--- src/rtl/framebuffer_write_port.sv ---
// Pixel-write port: range-checks (x,y,color), linearises to y*WIDTH+x and buffers in a FIFO to video memory.
// Latency: two cycles from writeEn to mem_we (capture register, then FIFO push) when the FIFO is empty.
// Backpressure: none upstream; mem_ready stalls the FIFO head and overflow drops (counted when FB_DROP_COUNT_EN).

module fb_fifo #(
    parameter int DW    = 8,
    parameter int DEPTH = 4
) (
    input  logic          clk,
    input  logic          resetn,
    input  logic          push,
    input  logic          pop,
    input  logic [DW-1:0] push_dat,
    output logic [DW-1:0] head_dat,
    output logic          empty,
    output logic          full
);
    localparam int PW = $clog2(DEPTH);
    localparam logic [PW:0] FULL_CNT = DEPTH[PW:0];

    logic [DW-1:0] store [DEPTH];
    logic [PW-1:0] rd_ptr;
    logic [PW-1:0] wr_ptr;
    logic [PW:0]   cnt;

    // Pointers wrap naturally because DEPTH is a power of two.
    always_ff @(posedge clk or negedge resetn) begin
        if (!resetn) begin
            rd_ptr <= '0;
            wr_ptr <= '0;
            cnt    <= '0;
        end else begin
            if (push) wr_ptr <= wr_ptr + 1'b1;
            if (pop)  rd_ptr <= rd_ptr + 1'b1;
            case ({push, pop})
                2'b10:   cnt <= cnt + 1'b1;
                2'b01:   cnt <= cnt - 1'b1;
                default: cnt <= cnt;
            endcase
        end
    end

    always_ff @(posedge clk) begin
        if (push) store[wr_ptr] <= push_dat;
    end

    assign head_dat = store[rd_ptr];
    assign empty    = (cnt == '0);
    assign full     = (cnt == FULL_CNT);
endmodule

module framebuffer_write_port #(
    parameter int COLOR_CHANNEL_DEPTH = 2,
    parameter int WIDTH               = 160,
    parameter int HEIGHT              = 120,
    parameter int FIFO_DEPTH          = 4
) (
    input  logic                             clk,
    input  logic                             resetn,
    input  logic [7:0]                       x,
    input  logic [6:0]                       y,
    input  logic [3*COLOR_CHANNEL_DEPTH-1:0] color,
    input  logic                             writeEn,
    output logic [14:0]                      mem_addr,
    output logic [3*COLOR_CHANNEL_DEPTH-1:0] mem_data,
    output logic                             mem_we,
    input  logic                             mem_ready,
    output logic                             busy,
    output logic                             frame_done,
    output logic [15:0]                      drop_count
);
    localparam int CW = 3*COLOR_CHANNEL_DEPTH;

    typedef struct packed {
        logic          last;
        logic [14:0]   addr;
        logic [CW-1:0] color;
    } fb_entry_t;

    logic      in_range;
    logic      cap_last;
    logic [14:0] cap_base;
    fb_entry_t cap_ent;
    logic      s1_vld;
    fb_entry_t s1_ent;
    fb_entry_t head_ent;
    logic      fifo_empty;
    logic      fifo_full;
    logic      push;
    logic      pop;

    assign in_range = (32'(x) < 32'(WIDTH)) && (32'(y) < 32'(HEIGHT));
    assign cap_last = (32'(x) == 32'(WIDTH-1)) && (32'(y) == 32'(HEIGHT-1));

    generate
        if (WIDTH == 160) begin : g_mul160
            assign cap_base = ({8'b0, y} << 7) + ({8'b0, y} << 5);
        end else begin : g_mul
            assign cap_base = {8'b0, y} * 15'(WIDTH);
        end
    endgenerate

    assign cap_ent = '{last: cap_last, addr: cap_base + {7'b0, x}, color: color};

    always_ff @(posedge clk or negedge resetn) begin
        if (!resetn) begin
            s1_vld <= 1'b0;
            s1_ent <= '0;
        end else begin
            s1_vld <= writeEn && in_range;
            s1_ent <= cap_ent;
        end
    end

    // A full FIFO still accepts the push when the head drains in the same cycle.
    assign pop  = mem_we && mem_ready;
    assign push = s1_vld && (!fifo_full || pop);

    fb_fifo #(
        .DW    ($bits(fb_entry_t)),
        .DEPTH (FIFO_DEPTH)
    ) u_fifo (
        .clk      (clk),
        .resetn   (resetn),
        .push     (push),
        .pop      (pop),
        .push_dat (s1_ent),
        .head_dat (head_ent),
        .empty    (fifo_empty),
        .full     (fifo_full)
    );

    // Head is masked while empty so the memory bus idles at zero.
    assign mem_we   = !fifo_empty;
    assign mem_addr = mem_we ? head_ent.addr  : '0;
    assign mem_data = mem_we ? head_ent.color : '0;
    assign busy     = s1_vld || !fifo_empty;

    always_ff @(posedge clk or negedge resetn) begin
        if (!resetn) frame_done <= 1'b0;
        else         frame_done <= pop && head_ent.last;
    end

`ifdef FB_DROP_COUNT_EN
    logic        s1_oor;
    logic        drop;
    logic [15:0] drop_q;

    always_ff @(posedge clk or negedge resetn) begin
        if (!resetn) s1_oor <= 1'b0;
        else         s1_oor <= writeEn && !in_range;
    end

    assign drop = s1_oor || (s1_vld && !push);

    always_ff @(posedge clk or negedge resetn) begin
        if (!resetn)                             drop_q <= '0;
        else if (drop && (drop_q != 16'hFFFF))   drop_q <= drop_q + 16'd1;
    end

    assign drop_count = drop_q;
`else
    assign drop_count = 16'd0;
`endif
endmodule

--- config.mk ---
export PLATFORM = sky130hd
export DESIGN_NAME = framebuffer_write_port
export DESIGN_NICKNAME = d
export VERILOG_FILES = /design/src/rtl/framebuffer_write_port.sv
export SDC_FILE = /design/constraint.sdc
export NUM_CORES = 1
export LEC_CHECK = 0
export ABC_CLOCK_PERIOD_IN_PS = 6100
export BUFFER_PORTS_ARGS = -buffer_cell sky130_fd_sc_hd__buf_4
export CAP_MARGIN = 10
export CORE_ASPECT_RATIO = 1.25
export CORE_UTILIZATION = 60
export CTS_BUF_LIST = sky130_fd_sc_hd__clkbuf_4
export CTS_CLUSTER_DIAMETER = 150
export DETAILED_ROUTE_END_ITERATION = 8
export PLACE_DENSITY = 0.88
export SLEW_MARGIN = 20
export SYNTH_ARGS = -nofsm -noshare
export SYNTH_HDL_FRONTEND = slang
export SYNTH_SLANG_ARGS = --single-unit
export TNS_END_PERCENT = 30
--- constraint.sdc ---
create_clock -name clk -period 6.1 [get_ports clk]
set_input_delay 0.915 -clock clk [delete_from_list [all_inputs] [get_ports clk]]
set_output_delay 0.915 -clock clk [all_outputs]
set_load 0.03 [all_outputs]
==> results.sh <==
export IMPL_vias_per_cell=5.618
export IMPL_p_leak_nw=2.208
export IMPL_synthFlopType="edfxtp_1"
export IMPL_drive_above_1_share=0.2861
export IMPL_ys_seq_area_frac=0.6821
export IMPL_postCtsSetupBuffers=0
export IMPL_grt_total_usage=0.2070
export IMPL_synth_commonest_cells="edfxtp_1 (88), dfrtp_1 (31), and2_1 (26)"
export IMPL_path_max_fanout=14
export IMPL_antenna_found_initial=0
export IMPL_status="finished clean"
export IMPL_cap_violations=0
export IMPL_holdBufCountCts=0
export IMPL_synthCells=289
export IMPL_die_area_sq_um=8724
export IMPL_cts_root_buf="clkbuf_4"
export IMPL_row_count=36
export IMPL_worstSetupEndpointType="primary output"
export IMPL_first_iter_violations=117
export IMPL_synth_edf_count=88
export IMPL_cp_common_cell="buf_4"
export IMPL_vdd_ir_drop_max_mv=0.3231
export IMPL_totalWireLength_um=8203
export IMPL_clock_fmax_mhz=284.2
export IMPL_layoutNonFillerInstCount=455
export IMPL_design_area_sq_um=5674
export IMPL_via_count=2556
export IMPL_cp_top_family="flip-flops"
export IMPL_dpl_hpwl_um=5229
export IMPL_max_slew_margin=0.3043
export IMPL_first_global_vias=2699
export IMPL_met2_wirelength_um=4287
export IMPL_overflow=0
export IMPL_period_share=0.5768
export IMPL_grt_pass1_wl_um=13300
export IMPL_io_pins=65
export IMPL_finalSetupTns_ns=0
export IMPL_grt_max_degree=32
export IMPL_ys_seq_elements=119
export IMPL_wl_per_cell_um=18.03
export IMPL_cp_slowest_cell="dfrtp_1"
export IMPL_async_flop_share=0.2605
export IMPL_r2r_setup_slack_ns=3.54
export IMPL_m1WireLength_um=3370
export IMPL_dpl_cell_count=423
export IMPL_synthMostInstantiatedCell="edfxtp_1"
export IMPL_fin_nets=392
export IMPL_crit_arrival_ns=2.60
export IMPL_gp_congestion=0.8056
export IMPL_cts_tree="yes"
export IMPL_n_antenna_cell=0
export IMPL_synth_area_top_cells="edfxtp_1 (53%), dfrtp_1 (15%), mux4_2 (8.1%), ha_1 (4.2%), and2_1 (3.2%)"
export IMPL_highest_layer="met4"
export IMPL_postPlaceCellArea_sq_um=5359
export IMPL_synthDistinctLibCells=37
export IMPL_finalMaxSlewViolations=0
export IMPL_cts_made_buffers=17
export IMPL_r2r_cells=7
export IMPL_synth_top_area_frac=0.5273
export IMPL_cts_sinks=119
export IMPL_required_ns=5.18
export IMPL_final_antenna_net_count=0
export IMPL_setup_ws_ns=2.582
export IMPL_syn_to_final_growth_pct=13.23
export IMPL_numPortBuffers=48
export IMPL_period_needed_ns=3.518
export IMPL_max_stage_delay_ns=0.76
export IMPL_synthesis_area_sq_um=5011
export IMPL_crit_chain="buf_4 > mux4_1 > and2_1 > buf_4"
export IMPL_die_w_um=83.74
export IMPL_pre_cts_slack_ns=3.069
export IMPL_rsz0062_at_grt="false"
export IMPL_drtPass1Iterations=4
export IMPL_initial_core_util=0.6321
export IMPL_die_h_um=104.2
export IMPL_htree_levels=4
export IMPL_path_clk_slew_ns=0.10
export IMPL_critPathBufInv=2
export IMPL_finalHoldViolations=0
export IMPL_clock_skew_ns=0.01258
export IMPL_synth_warnings=0
export IMPL_postCtsResizedCells=0
export IMPL_holdWs_ns=0.3377
export IMPL_crit_cells=4
export IMPL_hold_path_class="in2async"
export IMPL_p_per_area_nw_per_um2=466.6
export IMPL_coreArea_sq_um=7928
export IMPL_yosysTopAreaCell="edfxtp_1"
export IMPL_insertion_delay_ns=0.50
export IMPL_worstMarginPinSlew_ns=1.044
export IMPL_worstSetupStartpointType="register"
export IMPL_wl_met3_um=437
export IMPL_criticalPathCategory="reg2out"
export IMPL_drcViolationCount=0
export IMPL_setup_viol=0
export IMPL_cts_buffer_depth=2
export IMPL_avgSynthCellArea_sq_um=17.34
[cells by family after synthesis]
logic type               count (synthesis)  share of synthesized area
other                                    1                  0.0007483
AO/OA/AOI/OAI                           24                    0.02946
AND/OR/NAND/NOR                         53                    0.06092
multiplexers                            23                     0.1039
buffers and inverters                   38                    0.04919
flip-flops                             119                     0.6821
XOR/XNOR                                11                    0.01923
adder cells (fa/ha/maj)                 20                    0.05443
[final cells by class]
class | count | area (sq um)
clock buffer | 21 | 157.7
clock inverter | 11 | 155.1
fill | 491 | 2253
inverter | 13 | 48.80
multi-input combinational | 147 | 1408
sequential | 119 | 3418
tap | 95 | 118.9
timing repair buffer | 49 | 367.9
[sequential cells by signal, summed over array words and instances, names as in the netlist]
register,cells
u_fifo.store,88
s1_ent,22
u_fifo.cnt,3
u_fifo.rd_ptr,2
u_fifo.wr_ptr,2
frame_done,1
s1_vld,1
[stage by stage]
stage,power (mW),utilization
3_5_place_dp,2.071,0.6760
2_1_floorplan,1.805,-
5_1_grt,2.781,0.7158
4_1_cts,2.672,0.7154
6_report,2.647,0.7158
3_3_place_gp,2.041,0.6757
[cells in the final DEF, fill, tap and decap left out, drive strengths merged]
cell      instances
a211oi            1
a21oi            10
a22oi             1
and2             26
and3              2
buf              49
bufinv            4
clkbuf           21
clkinv            6
clkinvlp          1
conb             16
dfrtp            31
edfxtp           88
fa                3
ha               17
inv              13
mux2i             1
mux4             22
nand2             6
nand2b            2
nand3             5
nand4             2
nor2              3
nor2b             2
nor3              1
nor3b             1
nor4              1
nor4b             1
o211ai            3
o21a              1
o21ai             6
o221a             1
o41a              1
or2               1
xnor2             8
xor2              3
[report_power, final]
group          leakage, nW  switching (mW)  internal [mW]
Combinational        0.863           0.516          0.414
Clock                0.172           0.263          0.338
Sequential            1.17           0.108           1.01
Total                 2.21           0.887           1.76
[worst paths after layout]
path                                        from                  end
worst max register to register     u_fifo.cnt[0]        u_fifo.cnt[1]
worst max-delay path            u_fifo.rd_ptr[0]          mem_addr[0]
max in group asynchronous                 resetn            s1_ent[8]
worst min-delay path                      resetn           frame_done
worst min register to register        s1_ent[15]  u_fifo.store[2][15]
min in group clk                      s1_ent[15]  u_fifo.store[2][15]
[layer usage]
metal | up-vias | track usage
li1 | 1171 | -
met1 | 1287 | 0.2529
met2 | 90 | 0.3479
met3 | 8 | 0.06429
met4 | 0 | 0.07627
met5 | - | 0
(Power assumes the default switching activity.)
